### src/rtl/eth_axis_rx.sv
// Ethernet frame receiver: splits a byte stream into dest/src/EtherType header
// fields and a registered payload stream with independent handshakes.
module eth_axis_rx #(
   parameter int DATA_WIDTH = 8
) (
   input  logic                  clk,
   input  logic                  rst_n,
   input  logic [DATA_WIDTH-1:0] s_axis_tdata,
   input  logic                  s_axis_tvalid,
   output logic                  s_axis_tready,
   input  logic                  s_axis_tlast,
   input  logic                  s_axis_tuser,
   output logic                  m_eth_hdr_valid,
   input  logic                  m_eth_hdr_ready,
   output logic [47:0]           m_eth_dest_mac,
   output logic [47:0]           m_eth_src_mac,
   output logic [15:0]           m_eth_type,
   output logic [DATA_WIDTH-1:0] m_eth_payload_axis_tdata,
   output logic                  m_eth_payload_axis_tvalid,
   input  logic                  m_eth_payload_axis_tready,
   output logic                  m_eth_payload_axis_tlast,
   output logic                  m_eth_payload_axis_tuser,
   output logic                  busy,
   output logic                  error_header_early_termination
);

   generate
      if (DATA_WIDTH != 8) begin : g_width_check
         $error("eth_axis_rx supports only DATA_WIDTH = 8");
      end
   endgenerate

   typedef enum logic [1:0] {IDLE, HDR, PAYLOAD} state_t;

   state_t                  state_q, state_d;
   logic [3:0]              cnt_q, cnt_d;
   logic [111:0]            hdr_q, hdr_d;
   logic                    hdr_valid_q, hdr_valid_d;
   logic [DATA_WIDTH-1:0]   pay_data_q, pay_data_d;
   logic                    pay_valid_q, pay_valid_d;
   logic                    pay_last_q, pay_last_d;
   logic                    pay_user_q, pay_user_d;
   logic                    busy_q, busy_d;
   logic                    err_q, err_d;

   always_comb begin
      state_d       = state_q;
      cnt_d         = cnt_q;
      hdr_d         = hdr_q;
      hdr_valid_d   = hdr_valid_q;
      pay_data_d    = pay_data_q;
      pay_valid_d   = pay_valid_q;
      pay_last_d    = pay_last_q;
      pay_user_d    = pay_user_q;
      busy_d        = busy_q;
      err_d         = 1'b0;
      s_axis_tready = 1'b0;

      // Output-side handshakes are evaluated first so new input can override them.
      if (hdr_valid_q && m_eth_hdr_ready) begin
         hdr_valid_d = 1'b0;
         hdr_d       = '0;
      end
      if (pay_valid_q && m_eth_payload_axis_tready) begin
         pay_valid_d = 1'b0;
         if (pay_last_q) begin
            busy_d = 1'b0;
         end
      end

      case (state_q)
         IDLE, HDR: begin
            s_axis_tready = !hdr_valid_q;
            if (s_axis_tvalid && s_axis_tready) begin
               hdr_d  = {hdr_q[103:0], s_axis_tdata};
               busy_d = 1'b1;
               if (s_axis_tlast) begin
                  err_d   = 1'b1;
                  state_d = IDLE;
                  cnt_d   = '0;
                  busy_d  = 1'b0;
                  hdr_d   = '0;
               end else if (cnt_q == 4'd13) begin
                  hdr_valid_d = 1'b1;
                  state_d     = PAYLOAD;
                  cnt_d       = '0;
               end else begin
                  cnt_d   = cnt_q + 4'd1;
                  state_d = HDR;
               end
            end
         end
         PAYLOAD: begin
            s_axis_tready = !pay_valid_q || m_eth_payload_axis_tready;
            if (s_axis_tvalid && s_axis_tready) begin
               pay_valid_d = 1'b1;
               pay_data_d  = s_axis_tdata;
               pay_last_d  = s_axis_tlast;
               pay_user_d  = s_axis_tuser && s_axis_tlast;
               if (s_axis_tlast) begin
                  state_d = IDLE;
               end
            end
         end
         default: begin
            state_d = IDLE;
            cnt_d   = '0;
         end
      endcase
   end

   always_ff @(posedge clk or negedge rst_n) begin
      if (!rst_n) begin
         state_q     <= IDLE;
         cnt_q       <= '0;
         hdr_q       <= '0;
         hdr_valid_q <= 1'b0;
         pay_data_q  <= '0;
         pay_valid_q <= 1'b0;
         pay_last_q  <= 1'b0;
         pay_user_q  <= 1'b0;
         busy_q      <= 1'b0;
         err_q       <= 1'b0;
      end else begin
         state_q     <= state_d;
         cnt_q       <= cnt_d;
         hdr_q       <= hdr_d;
         hdr_valid_q <= hdr_valid_d;
         pay_data_q  <= pay_data_d;
         pay_valid_q <= pay_valid_d;
         pay_last_q  <= pay_last_d;
         pay_user_q  <= pay_user_d;
         busy_q      <= busy_d;
         err_q       <= err_d;
      end
   end

   assign m_eth_hdr_valid                = hdr_valid_q;
   assign m_eth_dest_mac                 = hdr_q[111:64];
   assign m_eth_src_mac                  = hdr_q[63:16];
   assign m_eth_type                     = hdr_q[15:0];
   assign m_eth_payload_axis_tdata       = pay_data_q;
   assign m_eth_payload_axis_tvalid      = pay_valid_q;
   assign m_eth_payload_axis_tlast       = pay_last_q;
   assign m_eth_payload_axis_tuser       = pay_user_q;
   assign busy                           = busy_q;
   assign error_header_early_termination = err_q;

endmodule

### config.mk
export PLATFORM = sky130hd
export DESIGN_NAME = eth_axis_rx
export DESIGN_NICKNAME = d
export VERILOG_FILES = /design/src/rtl/eth_axis_rx.sv
export SDC_FILE = /design/constraint.sdc
export NUM_CORES = 1
export LEC_CHECK = 0
export BUFFER_PORTS_ARGS = -buffer_cell sky130_fd_sc_hd__buf_2
export CORE_UTILIZATION = 51
export DETAILED_ROUTE_END_ITERATION = 12
export GPL_ROUTABILITY_DRIVEN = 0
export GPL_TIMING_DRIVEN = 0
export PLACE_DENSITY_LB_ADDON = 0.25
export SLEW_MARGIN = 20
export SYNTH_ARGS = -nofsm -noshare
export SYNTH_HDL_FRONTEND = slang
export SYNTH_SLANG_ARGS = --single-unit
export TNS_END_PERCENT = 10
### constraint.sdc
create_clock -name clk -period 2.1 [get_ports clk]
set_clock_uncertainty 0.2 [all_clocks]
set_input_delay 0.42 -clock clk [delete_from_list [all_inputs] [get_ports clk]]
set_output_delay 0.42 -clock clk [all_outputs]
set_load 0.05 [all_outputs]
### After elaboration in Yosys (flattened, before gate mapping)

Index checks and enable logic that the tools add are counted.

* $add $sub $neg: 1
* equal/unequal tests: 6
* multiplexer cells: 31
* bitwise operators: 1
* reduce and logical (&&, ||, !) cells: 13

Operator list (count)
* 112-bit two-way mux: 4
* 1-bit two-way mux: 16
* 4-bit two-way mux: 3
* 2-bit two-way mux: 5
* 4-bit case mux with 2 select lines: 1
* 2-bit inequality test (second input constant): 3
* 1-bit logical AND: 5
* 4-bit by 1-bit adder with 4-bit output (second input constant): 1
* 4-bit == test (second input constant): 1
* 2-bit case mux with 2 select lines: 1
* 2-bit AND reduction: 2
* 3-bit AND reduction: 1
* 2-bit by 1-bit == test with 1-bit output (second input constant): 1
* 2-bit == test (second input constant): 1
* 1-bit zero test: 2
* 2-bit zero test: 1
* 1-bit case mux with 2 select lines: 1
* 2-bit OR reduction: 1
* 1-bit logical OR: 1
* 1-bit NOT: 1

* register bits: 132
* input bits: 15
* word-level logic and storage cells: 62

### Longest topological paths before layout

* depth after elaboration: 6
* mapped depth: 6

### Worst setup path after synthesis

Ideal clock, no wire load.

* path type: register to output
* start point: register hdr_valid_q, in the netlist m_eth_hdr_valid
* end point: output s_axis_tready
* arrival time: 1.796 ns
* required time: 1.480 ns
* setup slack: -0.316 ns
* stages on the path, launching flop included: 2
* buffers on the path: 0
* cells stage by stage: dfrtp_1 -> o21ai_0

* word-level cells in the longest chain between the ends: 2

RTL lines
* start, declared: RTL line 38 `logic hdr_valid_q, hdr_valid_d;`
* start signal, assigned: RTL line 128 `hdr_valid_q <= hdr_valid_d;`
* 1-bit zero test: RTL line 73 `s_axis_tready = !hdr_valid_q;`
* 1-bit case mux with 2 select lines: RTL line 71 `case (state_q)`
* end, declared: RTL line 10 `output logic s_axis_tready,`

Every way passes these cells.

### Worst setup path after layout

* start point: register state_q[0]
* end point: output s_axis_tready

* word-level cells in the longest chain between the ends: 3
* elaborated cells on any way between the ends: 5

RTL lines
* start, declared: RTL line 35 `state_t state_q, state_d;`
* start signal, assigned: RTL line 125 `state_q <= state_d;`
* 2-bit by 1-bit == test with 1-bit output or 2-bit zero test (tied branches): RTL line 71
* 2-bit OR reduction: RTL line 71
* 1-bit case mux with 2 select lines *: RTL line 71

Mark *: on every way between the ends. The rest lies on a longest branch, timed or not.

==> impl_results.md <==
- DRC Markers: 0
- Status: finished, final reports clean
- I/O Pins: 142
- Seq/Total Area, Yosys: 0.6877
- Area grow syn2layout: 35.04%
- Lkg Pwr: 0.003616 uW
- Most frequent cells in the layout: 155 x buf_2, 131 x dfrtp_1, 113 x a22o_1
- Post-synthesis simple-gate area fraction: 0.02579
- Clk slew on worst S/H paths: 0.06 ns
- Setup ws final: 0.02831 ns
- Vias in the first global route: 3586
- First-pass GRT wire length: 18670 um
- Post-synth EDFFs: 0
- Die Ht: 99.05 um
- Startpoint types: flop
- Tmin final: 2.072 ns
- H-tree levels: 4
- Worst endpoint required time: 1.48 ns
- RSZ-0062 raised after global routing: yes
- GRT Total Usage: 0.2524
- DRT Wirelength: 11480 um
- Router iterations before antenna repair: 4
- Total of fill cells in the finished design: 618
- Commonest non-fill, non-tap cell in the layout: buf_2
- Count of final setup violators: 0
- DR iter-0 viols: 132
- Setup crit end kind: output pin
- Netlist cell types: 32
- Multi-input logic area: 1350 um^2
- Setup TNS: 0 ns
- Worst hold path class: in2reg
- Relative slew slack: 0.6847
- Final hold slack: 0.07479 ns
- Measured slew at the worst slew-check pin: 0.4730 ns
- DRT antenna net count: 0
- CTS sink cnt: 132
- Clock Latency Late Sink: 0.51 ns
- Yosys warns: 0
- # rows: 35
- Initial antenna violation count: 0
- Pre-CTS setup slack: 0.1314 ns
- I/O Buffers: 141
- Peak Freq: 482.7 MHz
- Worst Setup SP: state_q[0]
- Chip width: 99.05 um
- Syn_nets: 335
- Worst-path fanout max: 3
- Primary FF master, synth: dfrtp_1
- Clock Path Buffers: 2
- Antenna cell count: 0
- Clock buffer count from CTS: 17
- Die ar.: 9811 um^2
- CTS tree: built
- Power density cells: 960.1 nW/um^2
- Asr flop ratio synth: 1.000
- Post-synthesis xor/xnor area fraction: 0.001823
- Overflow after GRT: 0
- Max Slew Vio Count: 0
- Largest family of logic cells by synthesized area: compound AO/OA/AOI/OAI gates
- Placed Area: 5685 um^2
- Cells after Synth: 318
- Synthesized area: 4803 um^2
- Initial Utilization: 0.5223
- HPWL Detailed: 7537 um
- Core area: 9196 um^2
- Dpl cells: 571
- Per-cell routed wire length: 18.55 um
- Largest net degree at the start of global routing: 69
- Worst VDD drop: 0.7221 mV
- Period utilization: 0.9865
- Synth Area in Adders: 0.005210
- Final Non-Filler Cells: 619
- Max_cap viols: 0
- Final Instance Area: 6486 um^2
- Via Count: 3502
- Via density: 5.658
- Seq cells post-synth: 132
- Mean Syn Cell Area: 15.10 um^2
- Register area: 3304 um^2
- Post-synthesis mux area share: 0.02318
- Worst EP arrival: 1.45 ns
- Nets: 512
- Clock root buffer: clkbuf_8
- Layout cells sized above 1: 0.4213
- Compound-Gate Fraction of Synth Area: 0.2230
- Final hold viol count: 0
- RR Startpoint: state_q[1]
- Hold path start: m_eth_payload_axis_tready
- CP Class: reg2out
==> per-layer routing <==
metal / wire length, um / GRT usage
met4: 133 / 0.08597
met2: 5778 / 0.4212
met5: 0 / 0
met1: 4935 / 0.3187
met3: 632 / 0.07163
==> sequential cells by signal (all words and copies together), names as in the netlist <==
signal                          flops
hdr_q                             112
m_eth_payload_axis_tdata            8
cnt_q                               4
state_q                             2
busy                                1
error_header_early_termination      1
m_eth_hdr_valid                     1
m_eth_payload_axis_tlast            1
m_eth_payload_axis_tuser            1
m_eth_payload_axis_tvalid           1
==> final timing paths <==
| kind | end | slack (ns) | cells past startpoint |
|---|---|---|---|
| worst max-delay path | s_axis_tready | 0.03 | 4 |
| worst min-delay path | m_eth_payload_axis_tvalid | 0.07 | 3 |
| worst max register to register | cnt_q[2] | 0.13 | 5 |
| worst min register to register | busy | 0.28 | 1 |
| max in group asynchronous | hdr_q[39] | 0.77 | 3 |
| min in group asynchronous | hdr_q[109] | 0.24 | 2 |
==> cell type report <==
class                   count  share of cell area
flip-flops and latches    132              0.5095
multi-input cells         156              0.2081
repair buffers            158              0.1391
clock buffers              19             0.06655
clock inverters            13             0.03029
plain buffers              26             0.02276
well taps                 111             0.02141
inverters                   4            0.002315
==> worst max-delay path, cell delays in order, from the launching register on <==
cell	delay (ns)
dfrtp_1	0.38
and2b_1	0.25
nand2_1	0.08
o21ai_2	0.07
buf_6	0.17
==> synth_stat cells (2+ instances only) <==
| library cell | count | share of area |
|---|---|---|
| a21o_1 | 2 | 0.0031 |
| a22o_1 | 113 | 0.21 |
| buf_2 | 17 | 0.018 |
| buf_4 | 5 | 0.0078 |
| clkbuf_1 | 3 | 0.0023 |
| dfrtp_1 | 132 | 0.69 |
| ha_1 | 2 | 0.0052 |
| inv_1 | 4 | 0.0031 |
| mux2_2 | 9 | 0.021 |
| nand2_1 | 5 | 0.0039 |
| nand2b_1 | 2 | 0.0026 |
| nand3_1 | 3 | 0.0031 |
| o2bb2ai_1 | 2 | 0.0036 |
==> cell families after synthesis <==
| logic type | after synthesis |
|---|---|
| multiplexers | 10 |
| adder cells (fa/ha/maj) | 2 |
| buffers and inverters | 30 |
| flip-flops | 132 |
| AO/OA/AOI/OAI | 124 |
| XOR/XNOR | 1 |
| AND/OR/NAND/NOR | 19 |
==> what timing repair did <==
action                     CTS  global route
setup endpoints to repair    1            41
gates resized for setup      2             4
hold buffers                13             0
buffers inserted             3             0
hold endpoints to repair    83             0
pin swaps                    1             0
==> where the power goes <==
| group | internal (uW) | switching (uW) | leakage (uW) |
|---|---|---|---|
| clock network | 1980 | 1130 | 0.000300 |
| registers | 2600 | 47.2 | 0.00182 |
| logic | 134 | 340 | 0.00150 |
| total | 4710 | 1520 | 0.00362 |
==> through the flow <==
step / power, uW / util
final: 6227 / 0.7053
after global routing: 6441 / 0.7053
after CTS: 6277 / 0.7035
after detailed placement: 3141 / 0.6182
after global placement: 3122 / 0.6142
after floorplan: 2970 / -
No activity file was read; power rests on OpenSTA's default activity.
